==> src/rtl/hazard_ctrl.sv <==
// Stall/flush sequencer for the 5-stage RV32 pipeline: load-use bubbles,
// taken-branch flushes and data-memory miss holds, plus saturating event counters.
module hazard_ctrl #(
    parameter int BR_FLUSH    = 2,
    parameter int CNT_W       = 16,
    parameter int MEM_TIMEOUT = 255
) (
    input  logic             clk,
    input  logic             rst_n,
    input  logic [4:0]       id_rs1,
    input  logic [4:0]       id_rs2,
    input  logic             id_use1,
    input  logic             id_use2,
    input  logic             ex_memread,
    input  logic [4:0]       ex_rd,
    input  logic             br_taken,
    input  logic             mem_req,
    input  logic             mem_ready,
    output logic             pcwrite,
    output logic             fdwrite,
    output logic             flush,
    output logic             idex_bubble,
    output logic             pipe_hold,
    output logic [1:0]       state,
    output logic [CNT_W-1:0] stall_cnt,
    output logic [CNT_W-1:0] flush_cnt,
    output logic             memerr
);

    typedef enum logic [1:0] {
        RUN     = 2'd0,
        FLUSH   = 2'd2,
        MEMWAIT = 2'd3
    } state_t;

    localparam int WW = (MEM_TIMEOUT < 1) ? 1 : $clog2(MEM_TIMEOUT + 1);
    localparam logic [WW-1:0] TO_V = WW'(MEM_TIMEOUT);
    localparam logic [2:0]    BR_LOAD = 3'(BR_FLUSH - 1);

    state_t        cur;
    state_t        nxt;
    logic          pend;
    logic          pend_nxt;
    logic [2:0]    fcnt;
    logic [2:0]    fcnt_nxt;
    logic [WW-1:0] wcnt;
    logic [WW-1:0] wcnt_nxt;
    logic          br_evt;
    logic          lu;
    logic          miss;

    assign lu = ex_memread && (ex_rd != 5'd0) &&
                ((id_use1 && (id_rs1 == ex_rd)) || (id_use2 && (id_rs2 == ex_rd)));
    assign miss  = mem_req && !mem_ready;
    assign state = cur;

    // Fixed priority miss > branch > load-use; a miss freezes any flush countdown.
    always_comb begin
        pcwrite     = 1'b1;
        fdwrite     = 1'b1;
        flush       = 1'b0;
        idex_bubble = 1'b0;
        pipe_hold   = 1'b0;
        nxt         = cur;
        pend_nxt    = pend;
        fcnt_nxt    = fcnt;
        br_evt      = 1'b0;
        if (!rst_n) begin
            pcwrite     = 1'b0;
            fdwrite     = 1'b0;
            flush       = 1'b1;
            idex_bubble = 1'b1;
            nxt         = RUN;
            pend_nxt    = 1'b0;
            fcnt_nxt    = 3'd0;
        end else if (miss) begin
            pcwrite   = 1'b0;
            fdwrite   = 1'b0;
            pipe_hold = 1'b1;
            nxt       = MEMWAIT;
            if (br_taken && (cur != FLUSH)) begin
                pend_nxt = 1'b1;
            end
        end else if (cur == FLUSH) begin
            fdwrite     = 1'b0;
            flush       = 1'b1;
            idex_bubble = 1'b1;
            if (fcnt <= 3'd1) begin
                nxt      = RUN;
                fcnt_nxt = 3'd0;
            end else begin
                fcnt_nxt = fcnt - 3'd1;
            end
        end else begin
            nxt = (fcnt != 3'd0) ? FLUSH : RUN;
            if (pend || br_taken) begin
                fdwrite     = 1'b0;
                flush       = 1'b1;
                idex_bubble = 1'b1;
                br_evt      = 1'b1;
                pend_nxt    = 1'b0;
                if (BR_FLUSH > 1) begin
                    fcnt_nxt = BR_LOAD;
                    nxt      = FLUSH;
                end else begin
                    fcnt_nxt = 3'd0;
                    nxt      = RUN;
                end
            end else if (lu) begin
                pcwrite     = 1'b0;
                fdwrite     = 1'b0;
                idex_bubble = 1'b1;
            end
        end
    end

    // Wait counter equals the index of the MEMWAIT cycle being entered.
    always_comb begin
        wcnt_nxt = '0;
        if (nxt == MEMWAIT) begin
            wcnt_nxt = (wcnt == TO_V) ? wcnt : wcnt + 1'b1;
        end
    end

    always_ff @(posedge clk) begin
        if (!rst_n) begin
            cur       <= RUN;
            pend      <= 1'b0;
            fcnt      <= 3'd0;
            wcnt      <= '0;
            stall_cnt <= '0;
            flush_cnt <= '0;
            memerr    <= 1'b0;
        end else begin
            cur  <= nxt;
            pend <= pend_nxt;
            fcnt <= fcnt_nxt;
            wcnt <= wcnt_nxt;
            if ((MEM_TIMEOUT != 0) && (nxt == MEMWAIT) && (wcnt_nxt == TO_V)) begin
                memerr <= 1'b1;
            end
            if (!pcwrite && (stall_cnt != '1)) begin
                stall_cnt <= stall_cnt + 1'b1;
            end
            if (br_evt && (flush_cnt != '1)) begin
                flush_cnt <= flush_cnt + 1'b1;
            end
        end
    end

endmodule

==> config.mk <==
export PLATFORM = sky130hd
export DESIGN_NAME = hazard_ctrl
export DESIGN_NICKNAME = d
export VERILOG_FILES = /design/src/rtl/hazard_ctrl.sv
export SDC_FILE = /design/constraint.sdc
export NUM_CORES = 1
export LEC_CHECK = 0
export BUFFER_PORTS_ARGS = -buffer_cell sky130_fd_sc_hd__buf_2
export CORE_MARGIN = 5
export CORE_UTILIZATION = 40
export CTS_CLUSTER_SIZE = 30
export DETAILED_ROUTE_END_ITERATION = 10
export PLACE_DENSITY_LB_ADDON = 0.15
export SYNTH_ARGS = -nofsm -noshare
export SYNTH_HDL_FRONTEND = slang
export SYNTH_SLANG_ARGS = --single-unit
export TNS_END_PERCENT = 100
==> constraint.sdc <==
create_clock -name clk -period 2.39 [get_ports clk]
set_clock_uncertainty 0.05 [all_clocks]
set_input_delay 0.1195 -clock clk [delete_from_list [all_inputs] [get_ports clk]]
set_output_delay 0.1195 -clock clk [all_outputs]
set_load 0.02 [all_outputs]
# == After elaboration in Yosys (flattened, before gate mapping) ==
# Index checks and enable logic that the tools add are counted.
# totals
reg_bits,47
elab_cells,81
output_inout_bits,40
in_bits,23
# classes
eq_ne,11
n_mux,38
add_sub_neg,4
n_reduce_logical,19
n_bitwise,1
magnitude_cmp,1
# op_table
cell,count
$add A16 B1 Y16 const B,2
$ne A16 B16 Y1 const B,2
$mux W1,27
$eq A8 B8 Y1 const B,2
$mux W8,2
$mux W2,6
$eq A5 B5 Y1,2
$logic_and A1 B1 Y1,9
$mux W3,3
$add A8 B1 Y8 const B,1
$reduce_bool A5 Y1,1
$eq A2 B2 Y1 const B,2
$ne A2 B2 Y1 const B,2
$reduce_bool A2 Y1,2
$le A3 B1 Y1 const B,1
$reduce_and A3 Y1,1
$reduce_bool A3 Y1,1
$sub A3 B1 Y3 const B,1
$logic_not A1 Y1,2
$logic_or A1 B1 Y1,2
$ne A2 B1 Y1 const B,1
$reduce_and A2 Y1,1
$not A1 Y1,1

# == Logic depth before layout (Yosys ltp) ==
# logic_depth
ltp_word,11
ltp_mapped,8
ltp_nobuf,7

# == Worst setup path after synthesis ==
# Ideal clock, no wire load.
# synth_path
path_kind,register -> register
startpoint,register wcnt[0]
endpoint,register memerr
setup_slack_ps,365
arrival_ps,1874
setup_time_ps,101
period_less_slack_ps,2025
path_buffers,0
t_required_ps,2239
path_stages_with_launch,7
cell_sequence,dfxtp_1 -> ha_1 -> and4_1 -> nand4_1 -> a2111oi_0 -> nand2_1 -> o41ai_1
# synth_via
elab_chain_len,5
elab_cells_between_ends,6
# synth_rtl
item,line,text
"start, declared",46,logic [WW-1:0] wcnt;
"start signal, assigned",138,wcnt <= wcnt_nxt;
$add A8 B1 Y8 / $eq A8 B8 Y1 (equally long branches),121,wcnt_nxt = (wcnt == TO_V) ? wcnt : wcnt + 1'b1;
$mux W8 (*),121,
$mux W8 (*),120,if (nxt == MEMWAIT) begin
$eq A8 B8 Y1 (*),139,if ((MEM_TIMEOUT != 0) && (nxt == MEMWAIT) && (wcnt_nxt == TO_V)) begin
$logic_and A1 B1 Y1 (*),139,
"end signal, assigned",133,memerr <= 1'b0;
"end signal, assigned",140,memerr <= 1'b1;
"end, declared",27,output logic memerr
# Every way passes the cells marked *; elsewhere a longest branch is shown, timed or not.
# A chain may end at the register's enable or synchronous reset.

# == Final worst setup path ==
# Same ends and word-level chain as after synthesis.

==> flow_summary.json <==
{
  "ir_worst_vdd_uv": 270,
  "finalSetupViolations": 0,
  "clk_latency_ps": 300,
  "startpoint": "wcnt[0]$_SDFF_PN0_",
  "fmax_mhz": 488,
  "clock-sinks": 47,
  "yosysTopAreaCell": "dfxtp_1",
  "synth_compound_area_share_pct": 18.8,
  "yosys_register_bits": 47,
  "synth_nets": 327,
  "worstPathRequired_ps": 2530,
  "fin_crit_sh_pct": 85.8,
  "synthTopCellsByArea": "dfxtp_1 (38%), xnor2_1 (5.3%), nand3_1 (5.0%)",
  "switchingPower_uw": 381,
  "die_h_um": 88.8,
  "endpoint_kind": "flop",
  "synth_cells": 299,
  "powerDensity_nw_per_um2": 507,
  "insertedDiodeCount": 0,
  "syn_area_per_cell_um2": 8.31,
  "fillers": 596,
  "synth_enable_flop_cells": 0,
  "cp_max_fo": 7,
  "dieWidth_um": 88.8,
  "initial_core_util_pct": 41.5,
  "overflow": 0,
  "r2r-end": "memerr$_SDFFE_PN0P_",
  "seq_power_share_pct": 53.4,
  "slew_viol_final": 0,
  "grt_usage_pct": 15.6,
  "synth_fa_ha_area_share_pct": 2.52,
  "yosysSeqAreaShare_pct": 37.9,
  "grt_setup_unrepaired": "no",
  "post_drt_via_cell_ratio": 5.38,
  "drc": 0,
  "postSynth.asyncResetShare_pct": 0,
  "row_count": 28,
  "routed-via-count": 2351,
  "cts_buffer_depth": 2,
  "setup_tns_ps": 0,
  "cp.arrival_ps": 2190,
  "slew_headroom_pct": 65.5,
  "crit_end": "memerr$_SDFFE_PN0P_",
  "port_buffers": 62,
  "syn_area_um2": 2480,
  "pin_count": 63,
  "yosys.area_share.xor_xnor_pct": 7.76,
  "grt_max_degree": 31,
  "synth.most_common_cell": "dfxtp_1",
  "cts_tree": "done",
  "leakagePower_nw": 1.21,
  "finalInstanceArea_um2": 2980,
  "clkPwrFrac_pct": 35.3,
  "synth_top_family_by_area": "simple AND/OR/NAND/NOR gates",
  "core_um2": 5990,
  "wirelength_mm": 5.78,
  "synth_cell_types": 49,
  "fin_crit_ps": 2050,
  "status": "finished, final reports clean",
  "htreeDepth": 2,
  "maxCapViolations": 0,
  "nNetsFinal": 389,
  "hpwlAfterDp_mm": 4.24,
  "ant_nets": 0,
  "synthFlopType": "dfxtp_1",
  "clkTransAtPathRegs_ps": 90,
  "p_int_mw": 1.13,
  "place_area_um2": 2870,
  "r2r_start": "wcnt[0]$_SDFF_PN0_",
  "synthMuxAreaShare_pct": 0.453,
  "cts_setup_buffers": 0,
  "cts_buffers": 5,
  "drive_gt1_share_pct": 23.5,
  "gp_congestion": 0.863,
  "combPwrFrac_pct": 11.4,
  "rrSetupSlack_ps": 340,
  "reg2reg_depth": 6,
  "tightestPinTransition_ps": 516,
  "grt_pass1_vias": 2169,
  "drtPass1Iterations": 4,
  "crit_type": "reg -> reg",
  "grt_first_pass_wirelength_mm": 9.87,
  "yosys.area_share.simple_pct": 28.0,
  "cts-root-buf": "clkbuf_8",
  "dieArea_um2": 7880,
  "synth_top_area_share_pct": 37.9,
  "p_sw_share_pct": 25.2,
  "synth_commonest_cells": "dfxtp_1 (47), nand2_1 (25), nand3_1 (25), nor2_1 (23), a21oi_1 (22)",
  "cp-start-kind": "flop",
  "antenna_found_initial": 0,
  "ys_warn_count": 0,
  "drt-initial-drc-count": 76,
  "wl_per_cell_um": 13.2,
  "area_growth_pct": 19.8,
  "hold_class": "in -> reg",
  "hold_viol_final": 0
}
critical path: stages, from the launching register on:
cell	delay [ps]
dfxtp_1	460
ha_1	280
and4_1	280
nand4_1	130
a2111oi_0	420
nand2_1	90
o41ai_1	240
worst min path at each step:
stage                              startpoint  cells after the start                          to  slack (ps)
after floorplan                         rst_n                      2  stall_cnt[10]$_SDFFE_PN0P_         220
after global placement               br_taken                      3           pend$_SDFFE_PN0P_         410
after detailed placement  memerr$_SDFFE_PN0P_                      2         memerr$_SDFFE_PN0P_         390
after CTS                            br_taken                      3           pend$_SDFFE_PN0P_          80
after global routing                 br_taken                      3           pend$_SDFFE_PN0P_         110
final                                br_taken                      3           pend$_SDFFE_PN0P_          90
power groups by stage:
stage | combinational (mW) | sequential [mW] | clock (mW)
global placement | 0.171 | 0.824 | 0
finish | 0.171 | 0.806 | 0.532
detailed placement | 0.173 | 0.824 | 0
global route | 0.190 | 0.808 | 0.587
floorplan | 0.100 | 0.833 | 0
CTS | 0.173 | 0.806 | 0.557
cell type report:
cell class                      instances  area, um^2  share of cell area (%)
Clock buffer                            7        96.3                    3.24
Clock inverter                          1        7.51                   0.252
Inverter                               14        52.6                    1.77
Multi-Input combinational cell        225        1430                    48.0
Sequential cell                        47         941                    31.6
Tap cell                               75        93.8                    3.15
Timing Repair Buffer                   68         355                    11.9
logic make-up after synthesis:
logic type,after synthesis
buffers and inverters,27
AO/OA/AOI/OAI,68
XOR/XNOR,22
multiplexers,1
flip-flops,47
adder cells (fa/ha/maj),5
AND/OR/NAND/NOR,129
cell usage in the layout, fill, tap and decap left out, drive strengths merged, types with 2 or more instances in the layout:
cell type / count
o31ai: 11
nand2: 25
inv: 14
dfxtp: 47
buf: 68
or4: 13
nand4: 12
o41ai: 3
nor2b: 3
clkbuf: 7
xnor2: 15
nand2b: 4
nand3: 25
nor4: 3
nor2: 23
nor3: 5
o21ai: 10
nor3b: 2
and3: 6
ha: 5
xor2: 7
and2: 4
a21oi: 23
a211oi: 5
a31oi: 4
per-stage QoR:
step	instances	hold WS (ps)	utilization (%)	setup slack [ps]	power, mW
CTS	437	75.5	49.6	239	1.54
global placement	429	407	47.9	317	0.995
global route	437	108	49.7	129	1.59
detailed placement	429	393	47.9	244	0.997
floorplan	299	219	-	365	0.934
finish	437	90.1	49.7	340	1.51
routing by layer:
layer / wire length (um) / part of all wire, % / GRT usage, %
met5: 0 / 0 / 0
met4: 65 / 1.1 / 4.53
met3: 344 / 6.0 / 3.72
met2: 2680 / 46 / 25.2
met1: 2690 / 46 / 20.6
what timing repair did:
item,CTS,global route
setup endpoints to repair,0,3
hold buffers,0,0
resized for setup,0,1
registers in the layout, summed over array words and instances (netlist names):
signal     count
state          2
wcnt           8
stall_cnt     16
fcnt           3
flush_cnt     16
memerr         1
pend           1
Note: power is estimated with default switching activity, not from simulation.
